## config.mk

```make
export PLATFORM = sky130hd
export DESIGN_NAME = ex_stage_flat
export DESIGN_NICKNAME = d
export VERILOG_FILES = /design/src/rtl/ex_stage_if.sv /design/src/rtl/ex_stage.sv /design/src/flat_wrapper.sv
export SDC_FILE = /design/constraint.sdc
export NUM_CORES = 2
export LEC_CHECK = 0
export BUFFER_PORTS_ARGS = -buffer_cell sky130_fd_sc_hd__buf_2
export CELL_PAD_IN_SITES_DETAIL_PLACEMENT = 2
export CELL_PAD_IN_SITES_GLOBAL_PLACEMENT = 2
export CORE_ASPECT_RATIO = 0.7
export CORE_UTILIZATION = 32
export DETAILED_ROUTE_END_ITERATION = 8
export PLACE_DENSITY_LB_ADDON = 0.1
export SYNTH_ARGS = -nofsm -noshare
export SYNTH_HDL_FRONTEND = slang
export SYNTH_SLANG_ARGS = --single-unit
```

## constraint.sdc

```tcl
create_clock -name clk -period 5.5 [get_ports clk]
set_clock_uncertainty 0.15 [all_clocks]
set_input_delay 0.825 -clock clk [delete_from_list [all_inputs] [get_ports clk]]
set_output_delay 0.825 -clock clk [all_outputs]
set_load 0.02 [all_outputs]
```

## src/rtl/ex_stage_if.sv

```systemverilog
// ex_stage_if: ID/EX -> EX/MEM boundary of the execute stage.
//
// Flow control between the stages is a stall vector rather than a
// valid/ready pair: the control unit drives stall (bit2 = EX, bit3 = MEM).
// When stall[2] is Stop, the EX stage holds its ID/EX register. If MEM
// keeps moving at the same time (stall[3] = NoStop), a bubble is loaded
// instead. The EX stage raises stallreq_for_ex while the divider owns the
// pipe. stallreq_for_ex is a function of EX state only, never of stall, so
// it may be fed back combinationally into the stall vector.
//
// Signals
//   stall            control -> EX   6-bit stall vector
//   stallreq_for_ex  EX -> control   divider busy
//   id_to_ex_bus     ID -> EX        159-bit decoded instruction bundle
//   ex_to_mem_bus    EX -> MEM/ID    76-bit result bundle (also ID forwarding)
//   data_sram_*      EX -> SRAM      data memory request
//   div_state        EX -> debug     divider FSM state (0 idle, 1 busy, 2 done)
interface ex_stage_if;
  logic [5:0]   stall;
  logic         stallreq_for_ex;
  logic [158:0] id_to_ex_bus;
  logic [75:0]  ex_to_mem_bus;
  logic         data_sram_en;
  logic [3:0]   data_sram_wen;
  logic [31:0]  data_sram_addr;
  logic [31:0]  data_sram_wdata;
  logic [1:0]   div_state;

  modport master (
    input  stall,
    input  id_to_ex_bus,
    output stallreq_for_ex,
    output ex_to_mem_bus,
    output data_sram_en,
    output data_sram_wen,
    output data_sram_addr,
    output data_sram_wdata,
    output div_state
  );

  modport slave (
    output stall,
    output id_to_ex_bus,
    input  stallreq_for_ex,
    input  ex_to_mem_bus,
    input  data_sram_en,
    input  data_sram_wen,
    input  data_sram_addr,
    input  data_sram_wdata,
    input  div_state
  );
endinterface

```

## src/rtl/ex_stage.sv

```systemverilog
// ex_stage: execute stage of the 5-stage MIPS pipeline.
// Holds the ID/EX register, runs the 12-op ALU, issues data SRAM requests,
// and owns HI/LO together with a 32-step restoring divider (div/divu) that
// stalls the front of the pipe while it runs.
//
// Ports
//   clk  in   clock, all state changes on posedge
//   rst  in   asynchronous active-low reset
//   bus  ex_stage_if.master  stall vector, ID/EX bus in; EX/MEM bus,
//        data SRAM request, stallreq_for_ex and divider state out
module ex_stage (
  input  logic      clk,
  input  logic      rst,
  ex_stage_if.master bus
);

  localparam logic STOP = 1'b1;

  typedef enum logic [1:0] {
    DIV_IDLE = 2'd0,
    DIV_BUSY = 2'd1,
    DIV_DONE = 2'd2
  } div_state_t;

  // ---------------------------------------------------------------- ID/EX reg
  logic [158:0] id_ex_q;
  logic         ex_hold;
  logic         ex_bubble;

  assign ex_hold   = (bus.stall[2] == STOP);
  assign ex_bubble = ex_hold && (bus.stall[3] != STOP);

  always_ff @(posedge clk or negedge rst) begin
    if (!rst) begin
      id_ex_q <= '0;
    end else if (ex_bubble) begin
      id_ex_q <= '0;
    end else if (!ex_hold) begin
      id_ex_q <= bus.id_to_ex_bus;
    end
  end

  logic [31:0] pc;
  logic [31:0] inst;
  logic [11:0] alu_op;
  logic [2:0]  src1_sel;
  logic [3:0]  src2_sel;
  logic        ram_en;
  logic [3:0]  ram_wen;
  logic        rf_we;
  logic [4:0]  rf_waddr;
  logic        sel_rf_res;
  logic [31:0] rs_data;
  logic [31:0] rt_data;

  assign pc         = id_ex_q[158:127];
  assign inst       = id_ex_q[126:95];
  assign alu_op     = id_ex_q[94:83];
  assign src1_sel   = id_ex_q[82:80];
  assign src2_sel   = id_ex_q[79:76];
  assign ram_en     = id_ex_q[75];
  assign ram_wen    = id_ex_q[74:71];
  assign rf_we      = id_ex_q[70];
  assign rf_waddr   = id_ex_q[69:65];
  assign sel_rf_res = id_ex_q[64];
  assign rs_data    = id_ex_q[63:32];
  assign rt_data    = id_ex_q[31:0];

  logic [15:0] imm;
  logic [4:0]  sa;
  logic [4:0]  rd;
  logic [5:0]  func;
  logic        is_special;
  logic        is_div;
  logic        is_divu;
  logic        is_mfhi;
  logic        is_mflo;

  assign imm        = inst[15:0];
  assign sa         = inst[10:6];
  assign rd         = inst[15:11];
  assign func       = inst[5:0];
  assign is_special = (inst[31:26] == 6'b000000);
  assign is_div     = is_special && (func == 6'b011010);
  assign is_divu    = is_special && (func == 6'b011011);
  assign is_mfhi    = is_special && (func == 6'b010000);
  assign is_mflo    = is_special && (func == 6'b010010);

  // ---------------------------------------------------------------- ALU
  // Operand selects are one-hot; AND-OR muxing yields 0 when none is set.
  logic [31:0] src1_val;
  logic [31:0] src2_val;
  logic [31:0] alu_res;

  always_comb begin
    src1_val = ({32{src1_sel[2]}} & {27'b0, sa})
             | ({32{src1_sel[1]}} & pc)
             | ({32{src1_sel[0]}} & rs_data);
    src2_val = ({32{src2_sel[3]}} & {16'b0, imm})
             | ({32{src2_sel[2]}} & 32'd8)
             | ({32{src2_sel[1]}} & {{16{imm[15]}}, imm})
             | ({32{src2_sel[0]}} & rt_data);
  end

  logic [31:0] add_res;
  logic [31:0] sub_res;
  logic [31:0] slt_res;
  logic [31:0] sltu_res;
  logic [31:0] sll_res;
  logic [31:0] srl_res;
  logic [31:0] sra_res;
  logic [31:0] lui_res;

  assign add_res  = src1_val + src2_val;
  assign sub_res  = src1_val - src2_val;
  assign slt_res  = {31'b0, ($signed(src1_val) < $signed(src2_val))};
  assign sltu_res = {31'b0, (src1_val < src2_val)};
  assign sll_res  = src2_val << src1_val[4:0];
  assign srl_res  = src2_val >> src1_val[4:0];
  assign sra_res  = $signed(src2_val) >>> src1_val[4:0];
  assign lui_res  = {src2_val[15:0], 16'h0000};

  always_comb begin
    alu_res = ({32{alu_op[11]}} & add_res)
            | ({32{alu_op[10]}} & sub_res)
            | ({32{alu_op[9]}}  & slt_res)
            | ({32{alu_op[8]}}  & sltu_res)
            | ({32{alu_op[7]}}  & (src1_val & src2_val))
            | ({32{alu_op[6]}}  & ~(src1_val | src2_val))
            | ({32{alu_op[5]}}  & (src1_val | src2_val))
            | ({32{alu_op[4]}}  & (src1_val ^ src2_val))
            | ({32{alu_op[3]}}  & sll_res)
            | ({32{alu_op[2]}}  & srl_res)
            | ({32{alu_op[1]}}  & sra_res)
            | ({32{alu_op[0]}}  & lui_res);
  end

  // ---------------------------------------------------------------- divider
  div_state_t  state_q;
  logic [4:0]  count_q;
  logic [31:0] quo_q;
  logic [31:0] rem_q;
  logic [31:0] dvsr_q;
  logic [31:0] rs_raw_q;
  logic        neg_quo_q;
  logic        neg_rem_q;
  logic        dbz_q;
  logic [31:0] hi_q;
  logic [31:0] lo_q;

  // Magnitudes for the signed case; divu uses the raw operands.
  logic [31:0] rs_abs;
  logic [31:0] rt_abs;
  assign rs_abs = (is_div && rs_data[31]) ? (~rs_data + 32'd1) : rs_data;
  assign rt_abs = (is_div && rt_data[31]) ? (~rt_data + 32'd1) : rt_data;

  // One restoring step: shift the next dividend bit into the partial
  // remainder, subtract when it fits. Bit 32 of the difference is the borrow.
  logic [32:0] rem_sh;
  logic [32:0] diff;
  logic        take;
  logic [31:0] rem_nx;
  logic [31:0] quo_nx;

  always_comb begin
    rem_sh = {rem_q, quo_q[31]};
    diff   = rem_sh - {1'b0, dvsr_q};
    take   = ~diff[32];
    rem_nx = take ? diff[31:0] : rem_sh[31:0];
    quo_nx = {quo_q[30:0], take};
  end

  // Divide by zero bypasses the sign fixup entirely.
  logic [31:0] hi_final;
  logic [31:0] lo_final;
  assign hi_final = dbz_q ? rs_raw_q : (neg_rem_q ? (~rem_nx + 32'd1) : rem_nx);
  assign lo_final = dbz_q ? 32'hFFFF_FFFF : (neg_quo_q ? (~quo_nx + 32'd1) : quo_nx);

  always_ff @(posedge clk or negedge rst) begin
    if (!rst) begin
      state_q   <= DIV_IDLE;
      count_q   <= '0;
      quo_q     <= '0;
      rem_q     <= '0;
      dvsr_q    <= '0;
      rs_raw_q  <= '0;
      neg_quo_q <= 1'b0;
      neg_rem_q <= 1'b0;
      dbz_q     <= 1'b0;
      hi_q      <= '0;
      lo_q      <= '0;
    end else begin
      case (state_q)
        DIV_IDLE: begin
          if (is_div || is_divu) begin
            quo_q     <= rs_abs;
            rem_q     <= '0;
            dvsr_q    <= rt_abs;
            rs_raw_q  <= rs_data;
            neg_quo_q <= is_div && (rs_data[31] ^ rt_data[31]);
            neg_rem_q <= is_div && rs_data[31];
            dbz_q     <= (rt_data == 32'd0);
            count_q   <= '0;
            state_q   <= DIV_BUSY;
          end
        end
        DIV_BUSY: begin
          quo_q   <= quo_nx;
          rem_q   <= rem_nx;
          count_q <= count_q + 5'd1;
          if (count_q == 5'd31) begin
            hi_q    <= hi_final;
            lo_q    <= lo_final;
            state_q <= DIV_DONE;
          end
        end
        DIV_DONE: begin
          // Leave only when EX accepts a new instruction, so a div still
          // sitting in a held EX register cannot restart.
          if (!ex_hold) begin
            state_q <= DIV_IDLE;
          end
        end
        default: state_q <= DIV_IDLE;
      endcase
    end
  end

  // Combinational in IDLE so the front stages freeze in the very cycle the
  // div arrives; HI/LO ordering for a following mfhi/mflo relies on this.
  assign bus.stallreq_for_ex = ((state_q == DIV_IDLE) && (is_div || is_divu))
                             || (state_q == DIV_BUSY);
  assign bus.div_state = state_q;

  // ---------------------------------------------------------------- outputs
  logic [31:0] ex_result;
  logic        rf_we_o;
  logic [4:0]  rf_waddr_o;

  assign ex_result  = is_mfhi ? hi_q : (is_mflo ? lo_q : alu_res);
  assign rf_we_o    = rf_we || is_mfhi || is_mflo;
  assign rf_waddr_o = (is_mfhi || is_mflo) ? rd : rf_waddr;

  assign bus.ex_to_mem_bus   = {pc, ram_en, ram_wen, sel_rf_res, rf_we_o, rf_waddr_o, ex_result};
  assign bus.data_sram_en    = ram_en;
  assign bus.data_sram_wen   = ram_wen;
  assign bus.data_sram_addr  = ex_result;
  assign bus.data_sram_wdata = rt_data;

  logic unused_bits;
  assign unused_bits = ^{inst[25:16], bus.stall[5:4], bus.stall[1:0]};

endmodule

```

## src/flat_wrapper.sv

```systemverilog
// flat-port wrapper written by rule: the top's interface ports become plain ports
module ex_stage_flat 
  (clk, rst, bus_stall, bus_id_to_ex_bus, bus_stallreq_for_ex, bus_ex_to_mem_bus, bus_data_sram_en, bus_data_sram_wen, bus_data_sram_addr, bus_data_sram_wdata, bus_div_state);
  ex_stage_if bus_i ();
  input  logic clk;
  input  logic rst;
  input wire logic [$bits(bus_i.stall)-1:0] bus_stall;
  input wire logic [$bits(bus_i.id_to_ex_bus)-1:0] bus_id_to_ex_bus;
  output wire logic [$bits(bus_i.stallreq_for_ex)-1:0] bus_stallreq_for_ex;
  output wire logic [$bits(bus_i.ex_to_mem_bus)-1:0] bus_ex_to_mem_bus;
  output wire logic [$bits(bus_i.data_sram_en)-1:0] bus_data_sram_en;
  output wire logic [$bits(bus_i.data_sram_wen)-1:0] bus_data_sram_wen;
  output wire logic [$bits(bus_i.data_sram_addr)-1:0] bus_data_sram_addr;
  output wire logic [$bits(bus_i.data_sram_wdata)-1:0] bus_data_sram_wdata;
  output wire logic [$bits(bus_i.div_state)-1:0] bus_div_state;
  assign bus_i.stall = bus_stall;
  assign bus_i.id_to_ex_bus = bus_id_to_ex_bus;
  assign bus_stallreq_for_ex = bus_i.stallreq_for_ex;
  assign bus_ex_to_mem_bus = bus_i.ex_to_mem_bus;
  assign bus_data_sram_en = bus_i.data_sram_en;
  assign bus_data_sram_wen = bus_i.data_sram_wen;
  assign bus_data_sram_addr = bus_i.data_sram_addr;
  assign bus_data_sram_wdata = bus_i.data_sram_wdata;
  assign bus_div_state = bus_i.div_state;
  ex_stage u_core (.clk(clk), .rst(rst), .bus(bus_i));
endmodule
```

==> run_results.csv <==
group,metric,value,unit
floorplanning,initial_core_utilization,32.5,%
timing,layout_min_cycle_time,5.92,ns
timing,worst_margin_slew,1.08,ns
layout,area.growth.synth_to_final,32.8,%
placed_design,dpl_ws,-0.384,ns
run,cap_violations,0,
timing,grt_setup_unrepaired,"yes",
routing,drtPass1Iterations,6,
placed_design,dp_hpwl,132000,µm
routing,routed-wl-met3,17900,µm
routing,m1WireLength,85400,µm
global_routing,grt_pass1_vias,34513,
synthesis,ys.warnings.count,0,
clock_tree,cts_hold_buf,0,
clock_tree,h_tree_level_count,2,
floorplanning,rows,94,
timing,final_min_period_over_clock_period,108,%
synthesis,post_synth_inst_count,4065,
routing,finalWirelength,178000,µm
setup_path,crit_path_start_kind,"flip-flop",
routing,drt.antenna.violating_nets,0,
synthesis,yosys_register_bits,351,
layout,final_cell_area,0.0409,mm²
routing,dr_total_vias,35190,
timing,setup_viol_count_final,64,
synthesis,post_synth_edffs,0,
global_routing,wire_length_of_the_first_global_routing_pass,249000,µm
clock_tree,cts.sink_count,351,
timing,slew_margin_rel,28.1,%
setup_path,critical_path.max_fanout,5,
synthesis,netlist-cell-type-count,103,
routing,drt_drc_violations_left,0,
layout,layout_common_cells,"buf_4, nand2_1, o21ai_0, dfrtp_1, inv_1",
global_routing,total_routing_resource_utilization_after_global_routing,34.6,%
placed_design,io_buffer_count,300,
layout,nets,4877,
routing,wl_per_cell,30.4,µm
power,power.density,448,mW/mm²
placed_design,placed_area,0.0357,mm²
routing,via_per_inst,6.01,
timing,final_hold_viol_count,0,
layout,most_frequent_standard_cell_in_the_layout_excluding_fill_and_tap_cells,"buf_4",
routing,routed-wl-met2,70200,µm
power,pnr_total_power,18.3,mW
synthesis,synth_flop_cell,"dfrtp_1",
synthesis,synth_sequential_area_ratio,28.5,%
routing,topRoutingLayerUsed,"met5",
clock_tree,clock_tree_buffer_depth,3,
layout,drive_gt1_share,30.1,%
setup_path,path_class,"reg -> out",
floorplanning,core_area,0.0947,mm²
clock_tree,tritoncts,"done",
synthesis,syn-mean-instance-area,7.58,µm²
synthesis,synth_async_sr_flop_share,100,%
routing,detail_route.iter0.violations,3470,
power,power_leakage,18.7,nW
global_routing,pin_count_of_the_biggest_net_entering_global_routing,104,
status,violated_checks,"negative setup slack",
clock_tree,clk_pin_slew,0.07,ns
timing,max_freq,169,MHz
floorplanning,pin_count,315,
status,status,"complete, but fails checks",
setup_path,crit_arrival,4.95,ns
clock_tree,clockRootBuffer,"clkbuf_16",
setup_path,worst_setup_path_end_kind,"primary output",
synthesis,syn-num-nets,4368,
setup_path,timing.critical_path.required,4.53,ns
global_routing,antenna_violations_before_repair,7,
floorplanning,die_w,373,µm
hold_path,holdCritPathClass,"in -> async",
timing,report.final.slew_viol_count,0,
clock_tree,clk-insertion-delay-late,0.62,ns
floorplanning,die_height,262,µm
clock_tree,tritoncts.num_buffers,41,
global_routing,grt-ovfl-total,0,
timing,timing.final.ws_setup,-0.423,ns
floorplanning,area_enclosed_by_the_die_boundary,0.0975,mm²
power,power.ir.vdd_worst,0.000482,V
placed_design,routabilityCongestion,1.00,
synthesis,synth.cell_area,0.0308,mm²
flip-flops by register name, summed over array words and instances (netlist names), 2 cells and up:
| signal | flops |
|---|---|
| u_core.dvsr_q | 32 |
| u_core.id_ex_q | 149 |
| u_core.count_q | 5 |
| u_core.hi_q | 32 |
| u_core.rem_q | 32 |
| u_core.quo_q | 32 |
| u_core.rs_raw_q | 32 |
| u_core.lo_q | 32 |
| u_core.bus.div_state | 2 |
path summary, 6_finish.rpt:
check,start,to,slack (ns),cells past startpoint
min in group clk,bus_id_to_ex_bus[154],u_core.id_ex_q[154],0.30,3
min reg2reg,u_core.rs_raw_q[24],u_core.rs_raw_q[24],0.32,2
max in group asynchronous,rst,u_core.id_ex_q[33],3.79,2
max reg2reg,u_core.quo_q[31],u_core.hi_q[30],0.09,22
max,u_core.id_ex_q[82],bus_data_sram_addr[31],-0.42,17
min,rst,u_core.dvsr_q[3],0.1,1
per-layer routing:
| metal | vias up | global-route usage (%) |
|---|---|---|
| li1 | 15328 | - |
| met2 | 1490 | 47.7 |
| met4 | 6 | 6.85 |
| met3 | 200 | 9.20 |
| met1 | 18166 | 52.7 |
| met5 | - | 0 |
worst max-delay path, cell delays in order (launching register included):
cell	delay [ns]
dfrtp_1	0.39
buf_6	0.13
a222oi_1	0.42
buf_4	0.27
buf_8	0.13
inv_6	0.04
ha_4	0.16
a2111oi_4	0.32
buf_4	0.20
o31ai_4	0.09
a22o_1	0.24
a31o_2	0.27
a311o_1	0.42
a21o_4	0.26
a311o_1	0.36
a21oi_2	0.19
o221ai_4	0.21
buf_6	0.20
cells by family (layout without fill, tap and decap cells):
family                   after synthesis  count (layout)  synth area share [%]
AO/OA/AOI/OAI                       1339            1339                  27.7
AND/OR/NAND/NOR                     1176            1176                  17.6
buffers and inverters                730            1270                  10.4
flip-flops                           351             351                  28.5
multiplexers                         167             167                  5.52
XOR/XNOR                             166             166                  4.72
adder cells (fa/ha/maj)              136             136                  5.55
other                                  0               2                     0
final cells by class:
cell class	instances	area [µm²]
Clock buffer	57	1180
Clock inverter	17	250
Timing Repair Buffer	883	6750
Tap cell	1248	1560
Sequential cell	351	8800
Antenna cell	2	5.00
Inverter	313	1190
Multi-Input combinational cell	2984	21200
Fill cell	10705	53800
synth_stat cells, types with 80 or more instances:
cell type / instances / area share (%)
dfrtp_1: 351 / 29
clkbuf_1: 254 / 3.1
a21oi_1: 294 / 4.8
nand2_1: 441 / 5.4
nand3_1: 212 / 3.4
buf_4: 110 / 2.7
o21ai_0: 482 / 7.8
inv_1: 307 / 3.7
mux2i_1: 144 / 4.7
xor2_1: 80 / 2.3
ha_1: 135 / 5.5
nor2_1: 238 / 2.9
xnor2_1: 86 / 2.4
metrics by stage:
stage	setup TNS (ns)	hold WS, ns	cells	utilization (%)
after floorplan	-0.0206	0.281	4065	-
after global placement	-2.26	0.293	5689	37.7
after detailed placement	-3.63	0.307	5689	37.7
after CTS	-4.58	0.108	5804	41.1
after global routing	-16.69	0.128	5853	43.2
final	-14.12	0.0984	5855	43.2
timing repair:
action | 4_1_cts | 5_1_grt
endpoints found under the setup margin | 72 | 71
resized for setup | 354 | 349
pin swaps | 75 | 126
gates cloned | 5 | 4
buffers inserted | 41 | 60
endpoints found under the hold margin | 0 | 0
power breakdown:
| group | internal (mW) | total [mW] | switching, mW |
|---|---|---|---|
| sequential | 2.82 | 3.27 | 0.453 |
| clock | 1.74 | 3.03 | 1.29 |
| combinational | 4.60 | 12.0 | 7.43 |
| total | 9.15 | 18.3 | 9.17 |
No activity file was read; power rests on OpenSTA's default activity.
